===== src/rtl/huffman_pkg.sv =====
// Shared definitions for the Huffman symbol encoder: default widths,
// serializer FSM state encoding and the code-table entry record layout.
package huffman_pkg;

  localparam int HUFF_D_W = 4;
  localparam int HUFF_C_W = 4;
  localparam int HUFF_L_W = 3;

  typedef enum logic [0:0] {
    IDLE  = 1'b0,
    SHIFT = 1'b1
  } enc_state_t;

  // One table entry: right-aligned code, its length in bits, and whether
  // the entry currently holds a usable code.
  typedef struct packed {
    logic [HUFF_C_W-1:0] code;
    logic [HUFF_L_W-1:0] len;
    logic                vld;
  } huff_entry_t;

endpackage


===== src/rtl/huffman_code_table.sv =====
// Runtime-configurable symbol-to-code table with one combinational read port.
// A table clear always beats a simultaneous entry write.
module huffman_code_table
  import huffman_pkg::*;
#(
  parameter int D_W = HUFF_D_W,
  parameter int C_W = HUFF_C_W,
  parameter int L_W = HUFF_L_W
) (
  input  logic           clk,
  input  logic           rst,
  input  logic [D_W-1:0] i_dConf,
  input  logic [C_W-1:0] i_hConf,
  input  logic [L_W-1:0] i_lConf,
  input  logic           i_enConf,
  input  logic           i_newConf,
  input  logic [D_W-1:0] i_rdAddr,
  output logic [C_W-1:0] o_rdCode,
  output logic [L_W-1:0] o_rdLen,
  output logic           o_rdVld
);

  localparam int DEPTH = 2**D_W;

  logic [C_W-1:0] r_code [DEPTH];
  logic [L_W-1:0] r_len  [DEPTH];
  logic           r_vld  [DEPTH];

  logic w_lenOk;

  assign w_lenOk = (i_lConf != '0) && (i_lConf <= L_W'(C_W));

  // Storage update: reset or clear invalidates every entry; a write marks the entry valid only for a usable length.
  always_ff @(posedge clk or negedge rst) begin
    if (!rst) begin
      for (int i = 0; i < DEPTH; i++) begin
        r_code[i] <= '0;
        r_len[i]  <= '0;
        r_vld[i]  <= 1'b0;
      end
    end else if (i_newConf) begin
      for (int i = 0; i < DEPTH; i++) begin
        r_vld[i] <= 1'b0;
      end
    end else if (i_enConf) begin
      r_code[i_dConf] <= i_hConf;
      r_len[i_dConf]  <= i_lConf;
      r_vld[i_dConf]  <= w_lenOk;
    end
  end

  assign o_rdCode = r_code[i_rdAddr];
  assign o_rdLen  = r_len[i_rdAddr];
  assign o_rdVld  = r_vld[i_rdAddr];

endmodule


===== src/rtl/huffman_sym_encoder.sv =====
// Huffman symbol encoder: looks up each accepted symbol in the code table and
// serializes its code MSB-first, one bit per valid/ready beat.
module huffman_sym_encoder
  import huffman_pkg::*;
#(
  parameter int D_W = HUFF_D_W,
  parameter int C_W = HUFF_C_W,
  parameter int L_W = HUFF_L_W
) (
  input  logic           clk,
  input  logic           rst,
  input  logic [D_W-1:0] d_conf,
  input  logic [C_W-1:0] h_conf,
  input  logic [L_W-1:0] l_conf,
  input  logic           en_conf,
  input  logic           new_conf,
  input  logic           s_valid,
  output logic           s_ready,
  input  logic [D_W-1:0] s_data,
  output logic           b_valid,
  input  logic           b_ready,
  output logic           b_bit,
  output logic           b_last,
  output logic           sym_err
);

  enc_state_t     r_state;
  logic [C_W-1:0] r_shreg;
  logic [L_W-1:0] r_cnt;
  logic           r_bValid;
  logic           r_bBit;
  logic           r_bLast;
  logic           r_symErr;

  enc_state_t     w_stateNext;
  logic [C_W-1:0] w_shregNext;
  logic [L_W-1:0] w_cntNext;
  logic           w_bValidNext;
  logic           w_bBitNext;
  logic           w_bLastNext;
  logic           w_symErrNext;

  logic [C_W-1:0] w_rdCode;
  logic [L_W-1:0] w_rdLen;
  logic           w_rdVld;
  logic [C_W-1:0] w_aligned;
  logic           w_accept;

  huffman_code_table #(
    .D_W(D_W),
    .C_W(C_W),
    .L_W(L_W)
  ) u_table (
    .clk      (clk),
    .rst      (rst),
    .i_dConf  (d_conf),
    .i_hConf  (h_conf),
    .i_lConf  (l_conf),
    .i_enConf (en_conf),
    .i_newConf(new_conf),
    .i_rdAddr (s_data),
    .o_rdCode (w_rdCode),
    .o_rdLen  (w_rdLen),
    .o_rdVld  (w_rdVld)
  );

  // The shift register keeps the code MSB-aligned so the presented bit is
  // always the top bit; a valid entry guarantees len <= C_W.
  assign w_aligned = w_rdCode << (L_W'(C_W) - w_rdLen);

  assign s_ready  = (r_state == IDLE) & ~en_conf & ~new_conf;
  assign w_accept = s_valid & s_ready;

  // Next-state logic: load a looked-up code on accept, then advance one bit per beat.
  always_comb begin
    w_stateNext  = r_state;
    w_shregNext  = r_shreg;
    w_cntNext    = r_cnt;
    w_bValidNext = r_bValid;
    w_bBitNext   = r_bBit;
    w_bLastNext  = r_bLast;
    w_symErrNext = 1'b0;
    case (r_state)
      IDLE: begin
        if (w_accept) begin
          if (w_rdVld) begin
            w_stateNext  = SHIFT;
            w_shregNext  = w_aligned;
            w_cntNext    = w_rdLen;
            w_bValidNext = 1'b1;
            w_bBitNext   = w_aligned[C_W-1];
            w_bLastNext  = (w_rdLen == L_W'(1));
          end else begin
            w_symErrNext = 1'b1;
          end
        end
      end
      SHIFT: begin
        if (r_bValid && b_ready) begin
          w_cntNext = r_cnt - L_W'(1);
          if (r_cnt == L_W'(1)) begin
            w_stateNext  = IDLE;
            w_shregNext  = '0;
            w_bValidNext = 1'b0;
            w_bBitNext   = 1'b0;
            w_bLastNext  = 1'b0;
          end else begin
            w_shregNext = r_shreg << 1;
            w_bBitNext  = w_shregNext[C_W-1];
            w_bLastNext = (r_cnt == L_W'(2));
          end
        end
      end
      default: begin
        w_stateNext = IDLE;
      end
    endcase
  end

  // State and output registers; reset drops any in-flight code immediately.
  always_ff @(posedge clk or negedge rst) begin
    if (!rst) begin
      r_state  <= IDLE;
      r_shreg  <= '0;
      r_cnt    <= '0;
      r_bValid <= 1'b0;
      r_bBit   <= 1'b0;
      r_bLast  <= 1'b0;
      r_symErr <= 1'b0;
    end else begin
      r_state  <= w_stateNext;
      r_shreg  <= w_shregNext;
      r_cnt    <= w_cntNext;
      r_bValid <= w_bValidNext;
      r_bBit   <= w_bBitNext;
      r_bLast  <= w_bLastNext;
      r_symErr <= w_symErrNext;
    end
  end

  assign b_valid = r_bValid;
  assign b_bit   = r_bBit;
  assign b_last  = r_bLast;
  assign sym_err = r_symErr;

endmodule

===== config.mk =====
export PLATFORM = sky130hd
export DESIGN_NAME = huffman_sym_encoder
export DESIGN_NICKNAME = d
export VERILOG_FILES = /design/src/rtl/huffman_pkg.sv /design/src/rtl/huffman_code_table.sv /design/src/rtl/huffman_sym_encoder.sv
export SDC_FILE = /design/constraint.sdc
export NUM_CORES = 1
export LEC_CHECK = 0
export BUFFER_PORTS_ARGS = -buffer_cell sky130_fd_sc_hd__clkbuf_2
export CORE_MARGIN = 1.5
export CORE_UTILIZATION = 30
export CTS_CLUSTER_SIZE = 40
export DETAILED_ROUTE_END_ITERATION = 6
export PLACE_DENSITY = 0.47
export SLEW_MARGIN = 10
export SYNTH_ARGS = -nofsm -noshare
export SYNTH_HDL_FRONTEND = slang
export SYNTH_SLANG_ARGS = --single-unit

===== constraint.sdc =====
create_clock -name clk -period 2.6 [get_ports clk]
set_input_delay 0.13 -clock clk [delete_from_list [all_inputs] [get_ports clk]]
set_output_delay 0.13 -clock clk [all_outputs]
set_load 0.01 [all_outputs]

==> reports/metrics.csv, run 1 <==
metric;value;unit
result of the run;completed;
Die Footprint;0.0234;sq mm
detailed-placement wirelength estimate;11.6;mm
Final Slew Violations;0;
Crit. End Element;flop;
gr ovfl total;0;
routability congestion estimate;0.795;
Post-synth top flop;dfrtp_1;
minimum clock period;2.52;ns
Num Clock Sinks;139;
highest layer used for signal routing;met4;
cell area after synthesis;0.00673;sq mm
highest clock frequency the design can meet;397;MHz
CTS root buffer;clkbuf_16;
Std-Cell Rows;54;
worst-skew pair later-pin latency;0.42;ns
total wirelength of the detailed-routed design;17.4;mm
part of the total power dissipated in the clock network;42.1;%
nets in the synthesized netlist;513;
global-route wire length before repair;27.5;mm
highest-count cells in the layout ignoring fill and taps;139 x dfrtp_1, 116 x mux2_2, 37 x nand2_1, 32 x buf_4, 30 x nor2_1;
largest voltage drop on the vdd net;0.363;mV
post-route met1 wirelength;7.54;mm
share of layout cells above drive strength 1;43.8;%
relative slew slack;46.1;%
Die X;153;um
number of global-route vias before repair;4604;
final cycle utilization of the critical path;96.9;%
Reg power frac;42.2;%
TritonCTS clock tree;yes;
P per Cell Area;786;mW/mm^2
Buf+Inv Stages, Crit Path;2;
DRC violation total after the first TritonRoute iteration;254;
Tightest Hold Check Type;in -> reg;
register bit total from synthesis;139;
detailed-route wire length per cell;20.8;um
total number of vias;4253;
area of all placed cells without fillers;0.00810;sq mm
antenna violation net count after detailed routing;0;
core occupancy in the finished layout;37.0;%
Critical Path AT;2.82;ns
Yosys warnings;0;
critical path type;reg -> reg;
Detailed Routing Iterations Pass 1;5;
slowest stage cell on the critical path;mux4_2;
Die Y-Extent;153;um
number of distinct library cell variants in the gate-level netlist after synthesis;39;
Cell Chain, Critical Path;mux4_2 -> a22oi_2 -> nand3_2 -> inv_1 -> ha_4 -> inv_4 -> mux4_2 -> a221oi_2 -> nor2_1;
layout net count;570;
actual transition at the worst max-transition pin;0.802;ns
number of antenna violations at the first check in global routing;0;
total leakage power;3.66;nW
most frequent standard cell in the layout excluding fill and tap cells;dfrtp_1;
Final setup violation count;0;
total of max-cap violations;0;
Starting Density;30.8;%
Worst Setup Start Kind;flop;
unrepaired setup endpoints after global routing;true;
number of H-tree branching levels;4;
count of flip-flops with a built-in enable after synthesis;0;
placeable core region;0.0219;sq mm
Crit Path Max Fanout;2;
sequential fraction of the synthesis area;51.7;%
CTS buffer count;17;
layout overhead on the synthesized area;20.3;%
cell seen most often among critical-path stages;mux4_2;
met2 wire len;8.59;mm
number of fillers in the final layout;2123;
maximum root-to-sink buffer count;2;
Cell Area, Placed;0.00738;sq mm
vias per std cell;5.08;
count of final hold-check violations;0;
kind of cell adding the most delay to the critical path;multiplexers;
Port Buf Inserts;25;
combinational fraction of design power;15.7;%
pin count of the biggest net entering global routing;56;
Clock Pin Slew Worst Setup and Hold Paths;0.06;ns
detailed route wirelength on metal3;852;um
sw frac;25.0;%
global-route usage over all layers;15.6;%
number of instances in the synthesized netlist;487;
switching power total;1.59;mW
delay of the slowest critical-path stage;0.51;ns
num ports;26;
diode insertion count for antenna repair;0;
required time reported for the critical path endpoint;2.90;ns
Int Power;4.77;mW
remaining design rule violation count;0;
largest clock skew in the final design;0.00662;ns
fraction of registers with async set or reset after synthesis;100;%
mean post-synth cell area;13.8;sq um
per-layer routing:
layer | vias up | track usage, %
met5 | - | 0
met4 | 0 | 6.46
met3 | 18 | 4.20
met2 | 89 | 25.4
met1 | 2234 | 19.6
li1 | 1912 | -
stage by stage:
stage	hold slack (ns)	setup slack, ns	setup TNS [ns]	cells	total power [mW]
global route	0.106	-0.0393	-0.0748	837	6.64
floorplan	-0.166	-0.0352	-0.0352	487	3.36
global placement	0.134	0.00166	0	799	3.66
CTS	0.0771	0.0208	0	834	6.40
finish	0.0996	0.0799	0	837	6.36
detailed placement	0.146	-0.0529	-0.102	799	3.69
cells by family after synthesis:
kind of cell,Yosys count,synth area share (%)
simple gates,111,7.64
compound gates,27,2.71
xor+xnor,1,0.130
mux,172,34.7
fa+ha+maj,5,0.929
buf+inv,32,2.25
flops,139,51.7
flip-flops by register name, indices dropped and copies added, names as in the netlist:
| signal | flops |
|---|---|
| u_table.r_code | 64 |
| sym_err | 1 |
| u_table.r_vld | 16 |
| b_last | 1 |
| r_shreg | 3 |
| b_bit | 1 |
| r_cnt | 3 |
| b_valid | 1 |
| r_state | 1 |
| u_table.r_len | 48 |
area by class of cell:
class | count | area (sq um) | area share (%)
sequential | 139 | 3480 | 43.0
multi-input combinational | 316 | 3140 | 38.7
timing repair buffer | 63 | 462 | 5.70
clock buffer | 21 | 460 | 5.69
tap | 280 | 350 | 4.33
clock inverter | 11 | 181 | 2.24
inverter | 7 | 28.8 | 0.355
cell usage after synthesis, types with 4 or more instances:
| cell | instances | area [sq um] |
|---|---|---|
| mux2i_1 | 20 | 200 |
| nand3_1 | 13 | 65.1 |
| a22oi_1 | 4 | 30.0 |
| mux4_1 | 8 | 210 |
| mux2_2 | 117 | 1320 |
| nor2_1 | 30 | 113 |
| ha_1 | 5 | 62.6 |
| dfrtp_1 | 139 | 3480 |
| nand2b_1 | 5 | 31.3 |
| nor3_1 | 10 | 50.1 |
| mux4_2 | 27 | 608 |
| nand2_1 | 37 | 139 |
| inv_1 | 7 | 26.3 |
| clkbuf_1 | 17 | 63.8 |
| o21ai_0 | 6 | 30.0 |
| a21oi_1 | 8 | 40.0 |
what timing repair did:
| item | CTS | global route |
|---|---|---|
| endpoints found under the setup margin | 0 | 3 |
| hold buffers | 3 | 0 |
| buffers inserted | 0 | 3 |
| resized for setup | 0 | 4 |
| hold endpoints to repair | 54 | 0 |
final timing paths:
check                                      to         startpoint  depth (start not counted)  slack [ns]
setup / recovery                        b_bit  u_table.r_len[39]                          9        0.08
hold / removal              u_table.r_vld[15]           new_conf                          2         0.1
setup reg to reg                        b_bit  u_table.r_len[39]                          9        0.08
hold reg to reg                    r_shreg[0]         r_shreg[0]                          2        0.50
max in group asynchronous  u_table.r_code[16]                rst                          3        1.61
min in group asynchronous   u_table.r_vld[14]                rst                          2        0.25
power groups by stage:
stage / Combinational [mW] / Clock (mW) / Sequential, mW
2_1_floorplan: 0.709 / 0 / 2.66
3_3_place_gp: 0.945 / 0 / 2.71
3_5_place_dp: 0.972 / 0 / 2.72
4_1_cts: 0.979 / 2.74 / 2.68
5_1_grt: 1.09 / 2.83 / 2.73
6_report: 0.999 / 2.68 / 2.69
Note: power is estimated with default switching activity, not from simulation.
==> run 2: changes to the inputs <==
--- a/config.mk
+++ b/config.mk
@@ -5,12 +5,12 @@
 export SDC_FILE = /design/constraint.sdc
 export NUM_CORES = 1
 export LEC_CHECK = 0
+export ABC_AREA = 1
 export BUFFER_PORTS_ARGS = -buffer_cell sky130_fd_sc_hd__clkbuf_2
 export CORE_MARGIN = 1.5
-export CORE_UTILIZATION = 30
-export CTS_CLUSTER_SIZE = 40
+export CORE_UTILIZATION = 56
 export DETAILED_ROUTE_END_ITERATION = 6
-export PLACE_DENSITY = 0.47
+export PLACE_DENSITY = 0.77
 export SLEW_MARGIN = 10
 export SYNTH_ARGS = -nofsm -noshare
 export SYNTH_HDL_FRONTEND = slang
==> run 2 against run 1 <==
Die area fell by 45%. First-iteration DRC count grew to 2.8 times the previous value. Setup slack improved by 0.65 ns. Final cell count is 28% higher. Synthesized cell count is 85% higher. Clock skew rose by 0.0013 ns. Power rose by 3.4%. Critical path depth grew 4. Clock-buffer cell count grew 4. Sequential share of layout area is 2.2 points higher. Routed wire length shrank 2.8%. Via count increased by 42%.
==> reports/metrics.csv, run 2 <==
metric;value;unit
result of the run;completed;
multiplexer fraction of the synthesized cell area;0;%
layout net count;935;
Cell Area, Placed;0.00703;sq mm
largest registers;u_table.r_code: 64 flops, u_table.r_len: 48 flops, u_table.r_vld: 16 flops;
simple-gate area share of the yosys netlist;26.6;%
total wirelength of the detailed-routed design;16.9;mm
TritonCTS clock tree;yes;
share of layout cells above drive strength 1;8.46;%
highest clock frequency the design can meet;536;MHz
top cell types by occurrence after synthesis;300 x nand2_1, 151 x o21ai_0, 139 x dfrtp_1;
fraction of registers with async set or reset after synthesis;100;%
count of flip-flops with a built-in enable after synthesis;0;
antenna violation net count after detailed routing;0;
Post-synth top flop;dfrtp_1;
DRC violation total after the first TritonRoute iteration;709;
number of instances in the synthesized netlist;902;
Die Footprint;0.0129;sq mm
largest family of logic cells by synthesized area;simple AND/OR/NAND/NOR gates;
diode insertion count for antenna repair;0;
num ports;26;
Clock Pin Slew Worst Setup and Hold Paths;0.06;ns
vias per std cell;5.65;
detailed-placement wirelength estimate;11.0;mm
synthesized-area fraction occupied by xor and xnor cells;0.255;%
layout overhead on the synthesized area;12.0;%
total number of vias;6037;
complex-gate fraction of the synthesized area;13.8;%
share of synthesized cell area in full adder, half adder and majority cells;0.910;%
routability congestion estimate;0.841;
most utilized layer in the global route result;met2;
nets in the synthesized netlist;928;
mean post-synth cell area;7.62;sq um
highest-count cells in the layout ignoring fill and taps;300 x nand2_1, 151 x o21ai_0, 139 x dfrtp_1, 78 x nand3_1, 67 x nor2_1;
core occupancy in the finished layout;64.1;%
register with the most flip-flops;u_table.r_code;
Starting Density;57.2;%
worst-case setup margin in the final layout;0.733;ns
Std-Cell Rows;40;
required time reported for the critical path endpoint;2.95;ns
Worst Setup Start Kind;flop;
Num Clock Sinks;139;
sequential cell area;0.00348;sq mm
number of distinct library cell variants in the gate-level netlist after synthesis;28;
library cell with the highest instance count after synthesis;nand2_1;
CTS root buffer;clkbuf_16;
actual transition at the worst max-transition pin;0.682;ns
number of H-tree branching levels;4;
total of max-cap violations;0;
Cell Chain, Critical Path;nand2_1 -> nand2_1 -> nand2_1 -> nand3_1 -> nand3_1 -> nand2_2 -> inv_2 -> ha_1 -> nor2_1 -> inv_1 -> nor2_1 -> nand2_1 -> a21oi_2;
Die Y-Extent;114;um
Crit. End Element;flop;
Final Slew Violations;0;
sequential fraction of the synthesis area;50.6;%
worst-skew pair later-pin latency;0.42;ns
global-route wire length before repair;28.4;mm
cell accounting for the most synthesized area;dfrtp_1;
Yosys warnings;0;
post-placement worst setup slack;0.391;ns
final cycle utilization of the critical path;71.8;%
placeable core region;0.0120;sq mm
Die X;114;um
unrepaired setup endpoints after global routing;false;
max FFs per register;64;
number of global-route vias before repair;5727;
total instance count after detailed placement;1035;
critical path type;reg -> reg;
met1 routing resource usage after global routing;39.3;%
maximum root-to-sink buffer count;2;
relative slew slack;54.5;%
slowest stage cell on the critical path;dfrtp_1;
register bit total from synthesis;139;
Final setup violation count;0;
footprint of the multi-input gates;0.00286;sq mm
cell area after synthesis;0.00687;sq mm
P per Cell Area;855;mW/mm^2
largest clock skew in the final design;0.00795;ns
CTS buffer count;17;
remaining design rule violation count;0;
area of all placed cells without fillers;0.00770;sq mm
gr ovfl total;0;
top cells by area in the synthesized netlist;dfrtp_1 51%, nand2_1 16%, o21ai_0 11%;
proportion of netlist area held by the largest area contributor;50.6;%
Post-Route Setup TNS;0;ns
Tightest Hold Check Type;in -> reg;
GR Layer Usage met2;43.6;%
global-route usage over all layers;28.3;%
detailed-route wire length per cell;15.8;um
count of final hold-check violations;0;
number of fillers in the final layout;1014;
Detailed Routing Iterations Pass 1;6;
Layout Cells excl Fill;1069;
most frequent standard cell in the layout excluding fill and tap cells;nand2_1;
largest voltage drop on the vdd net;0.559;mV
Crit Path Max Fanout;7;
met3 track demand over resource in global routing;5.31;%
minimum clock period;1.87;ns
total leakage power;3.82;nW
delay of the slowest critical-path stage;0.37;ns
cell seen most often among critical-path stages;nand2_1;
Port Buf Inserts;25;
number of antenna violations at the first check in global routing;0;
pin count of the biggest net entering global routing;74;
Critical Path AT;2.22;ns
==> run 2: changes by cell type in the layout (fill, tap and decap cells not counted), sizes merged, moves of 5 or more <==
cell / previous run / this run
nand2: 37 / 304
nand3: 14 / 80
nand2b: 5 / 0
o21ai: 6 / 160
buf: 36 / 15
mux4: 35 / 0
nor2: 31 / 67
mux2i: 20 / 0
mux2: 117 / 0
nor3: 10 / 1
inv: 11 / 68
==> run 2: logic make-up (layout without fill, tap and decap cells) <==
group | after synthesis | in the layout
simple gates | 453 | 453
buf+inv | 121 | 141
compound gates | 182 | 182
flops | 139 | 139
xor+xnor | 2 | 2
fa+ha+maj | 5 | 5
==> run 2: where the power goes <==
part	internal, mW	switching, mW	total (mW)
clock network	1.78	0.874	2.65
logic	0.421	0.703	1.12
registers	2.57	0.239	2.81
==> run 2: final cells by class <==
class / count / share of cell area (%)
flip-flops and latches: 139 / 45.2
multi-input cells: 642 / 37.1
clock buffers: 25 / 6.30
repair buffers: 41 / 3.66
inverters: 68 / 3.31
well taps: 147 / 2.39
clock inverters: 7 / 2.08
==> run 2: worst max-delay path, delay by kind of cell, from the launching register on <==
kind                     cells  cell delay (ns)
AO/OA/AOI/OAI                1             0.12
flip-flops                   1             0.37
adder cells (fa/ha/maj)      1             0.34
buffers and inverters        2             0.14
AND/OR/NAND/NOR              9             0.83
==> run 2: worst paths after layout <==
check	start	end	slack, ns	depth (start not counted)
max	u_table.r_len[9]	r_shreg[1]	0.73	13
min	b_ready	r_state	0.02	4
max reg2reg	u_table.r_len[9]	r_shreg[1]	0.73	13
min reg2reg	u_table.r_code[60]	u_table.r_code[60]	0.48	2
max in group asynchronous	rst	r_cnt[1]	1.44	3
min in group asynchronous	rst	u_table.r_len[5]	0.29	2
==> run 2: metal layers <==
layer  share of wire [%]  vias up  routed length (um)
met5                   0        -                   0
met4                 3.2        0                 546
met3                 6.7       38                1140
met2                  45      225                7640
met1                  45     2857                7590
li1                    -     2917                   -
==> run 2: stage by stage <==
| step | hold slack [ns] | total power [mW] |
|---|---|---|
| after detailed placement | 0.189 | 3.94 |
| final | 0.0190 | 6.58 |
| after CTS | 0.0158 | 6.59 |
| after global routing | 0.0561 | 6.91 |
| after floorplan | -0.166 | 3.61 |
| after global placement | 0.189 | 3.90 |
==> run 2: what timing repair did <==
action                    in CTS  in global routing
gates resized for setup        0                  0
hold buffers                   2                  0
hold endpoints to repair      72                  0
setup buffers                  0                  0
==> run 3: changes to the inputs <==
--- a/config.mk
+++ b/config.mk
@@ -5,12 +5,12 @@
 export SDC_FILE = /design/constraint.sdc
 export NUM_CORES = 1
 export LEC_CHECK = 0
-export ABC_AREA = 1
+export ABC_AREA = 0
 export BUFFER_PORTS_ARGS = -buffer_cell sky130_fd_sc_hd__clkbuf_2
 export CORE_MARGIN = 1.5
-export CORE_UTILIZATION = 56
+export CORE_UTILIZATION = 57
 export DETAILED_ROUTE_END_ITERATION = 6
-export PLACE_DENSITY = 0.77
+export PLACE_DENSITY = 0.75
 export SLEW_MARGIN = 10
 export SYNTH_ARGS = -nofsm -noshare
 export SYNTH_HDL_FRONTEND = slang
==> constraint.sdc (replaced) <==
create_clock -name clk -period 1.72 [get_ports clk]
set_input_delay 0.086 -clock clk [delete_from_list [all_inputs] [get_ports clk]]
set_output_delay 0.086 -clock clk [all_outputs]
set_load 0.01 [all_outputs]
==> run 3 against run 2 <==
The flow now finishes with violations (negative setup slack). Final cell count is 32% lower. Clock power rose by 37%. Largest cell class unchanged. Combinational power is 42% higher. Fmax shrank 25%. Die area fell by 3.7%. Sequential power is 45% higher. Final area up 5.6%. Critical path type unchanged. First-iteration DRC count down 57%.
==> reports/metrics.csv, run 3 (synthesis gave the netlist of run 1 again) <==
metric;value;unit
critical path type;reg -> reg;
worst-case setup margin in the final layout;-0.781;ns
number of global-route vias before repair;4838;
global-route usage over all layers;28.0;%
Die Y-Extent;112;um
CTS buffer count;17;
remaining design rule violation count;0;
share of layout cells above drive strength 1;48.0;%
actual transition at the worst max-transition pin;0.533;ns
Layout Cells excl Fill;726;
detailed-route wire length per cell;22.1;um
maximum root-to-sink buffer count;2;
vias per std cell;6.08;
count of final hold-check violations;0;
number of H-tree branching levels;4;
highest clock frequency the design can meet;400;MHz
number of antenna violations at the first check in global routing;0;
layout net count;596;
largest voltage drop on the vdd net;0.972;mV
total of max-cap violations;0;
Worst Setup Start Kind;flop;
largest clock skew in the final design;0.00718;ns
Starting Density;58.7;%
highest-count cells in the layout ignoring fill and taps;139 x dfrtp_1, 115 x mux2_2, 51 x buf_4, 36 x nand2_1;
Tightest Hold Check Type;in -> reg;
result of the run;complete, but fails checks;
CTS root buffer;clkbuf_16;
Std-Cell Rows;39;
worst-skew pair later-pin latency;0.42;ns
Clock Pin Slew Worst Setup and Hold Paths;0.06;ns
DRC violation total after the first TritonRoute iteration;306;
Crit. End Element;flop;
Die Footprint;0.0125;sq mm
total instance count after detailed placement;683;
largest registers;u_table.r_code: 64 flops, u_table.r_len: 48 flops, u_table.r_vld: 16 flops;
post-placement worst setup slack;-0.964;ns
minimum clock period;2.50;ns
max FFs per register;64;
register with the most flip-flops;u_table.r_code;
slowest stage cell on the critical path;mux4_2;
Final Slew Violations;0;
unrepaired setup endpoints after global routing;true;
worst hold margin;0.0849;ns
Die X;112;um
antenna violation net count after detailed routing;0;
total number of vias;4412;
violated checks;negative setup slack;
Crit Path Max Fanout;2;
cell seen most often among critical-path stages;mux4_2;
P per Cell Area;1140;mW/mm^2
TritonCTS clock tree;yes;
delay of the slowest critical-path stage;0.50;ns
most frequent standard cell in the layout excluding fill and tap cells;dfrtp_1;
Critical Path AT;2.81;ns
total leakage power;3.75;nW
pin count of the biggest net entering global routing;48;
routability congestion estimate;0.846;
placeable core region;0.0115;sq mm
number of fillers in the final layout;763;
Num Clock Sinks;139;
Final setup violation count;10;
Overall Power;9.30;mW
relative slew slack;64.4;%
Cell Chain, Critical Path;mux4_2 -> mux2_4 -> o21ai_4 -> ha_4 -> inv_4 -> mux4_2 -> a221oi_2 -> nor2_1;
total wirelength of the detailed-routed design;16.0;mm
detailed-placement wirelength estimate;10.6;mm
gr ovfl total;0;
global-route wire length before repair;26.3;mm
kind of cell adding the most delay to the critical path;multiplexers;
num ports;26;
required time reported for the critical path endpoint;2.03;ns
diode insertion count for antenna repair;0;
Detailed Routing Iterations Pass 1;4;
Buf+Inv Stages, Crit Path;1;
final cycle utilization of the critical path;145;%
Port Buf Inserts;25;
layout overhead on the synthesized area;20.8;%
-- run 3: worst paths after layout --
path,startpoint,end,slack (ns),depth (start not counted)
max,u_table.r_len[37],b_bit,-0.78,8
max reg2reg,u_table.r_len[37],b_bit,-0.78,8
min in group asynchronous,rst,u_table.r_vld[13],0.16,2
max in group asynchronous,rst,u_table.r_code[27],0.94,3
min,en_conf,sym_err,0.08,4
min reg2reg,u_table.r_code[51],u_table.r_code[51],0.50,1
-- run 3: tightest hold or removal path, cell delays in order --
cell      delay (ns)
clkbuf_2        0.12
nor3_1          0.07
nand2_1         0.13
nor2_1          0.06
-- run 3: final cells by class --
type	instances	area (sq um)	area share, %
multi-input combinational	316	3160	38.8
inverter	7	28.8	0.354
timing repair buffer	89	699	8.60
tap	143	179	2.20
sequential	139	3480	42.8
clock inverter	15	164	2.02
clock buffer	17	425	5.23
-- run 3: power by group --
group,switching [mW],total [mW],internal (mW)
sequential,0.268,4.07,3.80
clock,1.48,3.64,2.16
combinational,0.657,1.59,0.934
total,2.41,9.30,6.89
-- run 3: through the flow --
stage | cell area, sq um | utilization (%) | TNS (ns)
finish | 8130 | 70.9 | -4.77
global route | 8130 | 70.9 | -5.76
CTS | 8090 | 70.5 | -4.64
detailed placement | 7400 | 64.5 | -7.91
global placement | 7400 | 64.5 | -7.57
floorplan | 6780 | - | -3.87
-- run 3: what timing repair did --
action                                  in CTS  in global routing
endpoints found under the hold margin       82                  0
gates resized for setup                     14                  5
pin swaps                                    9                  4
endpoints found under the setup margin      10                 10
buffers inserted                             3                  5
hold buffers                                 4                  0
-- run 3: per-layer routing --
| metal | track usage, % | share of wire, % |
|---|---|---|
| met4 | 12.9 | 3.4 |
| met1 | 36.4 | 41 |
| met5 | 0 | 0 |
| met2 | 45.3 | 50 |
| met3 | 6.26 | 5.4 |
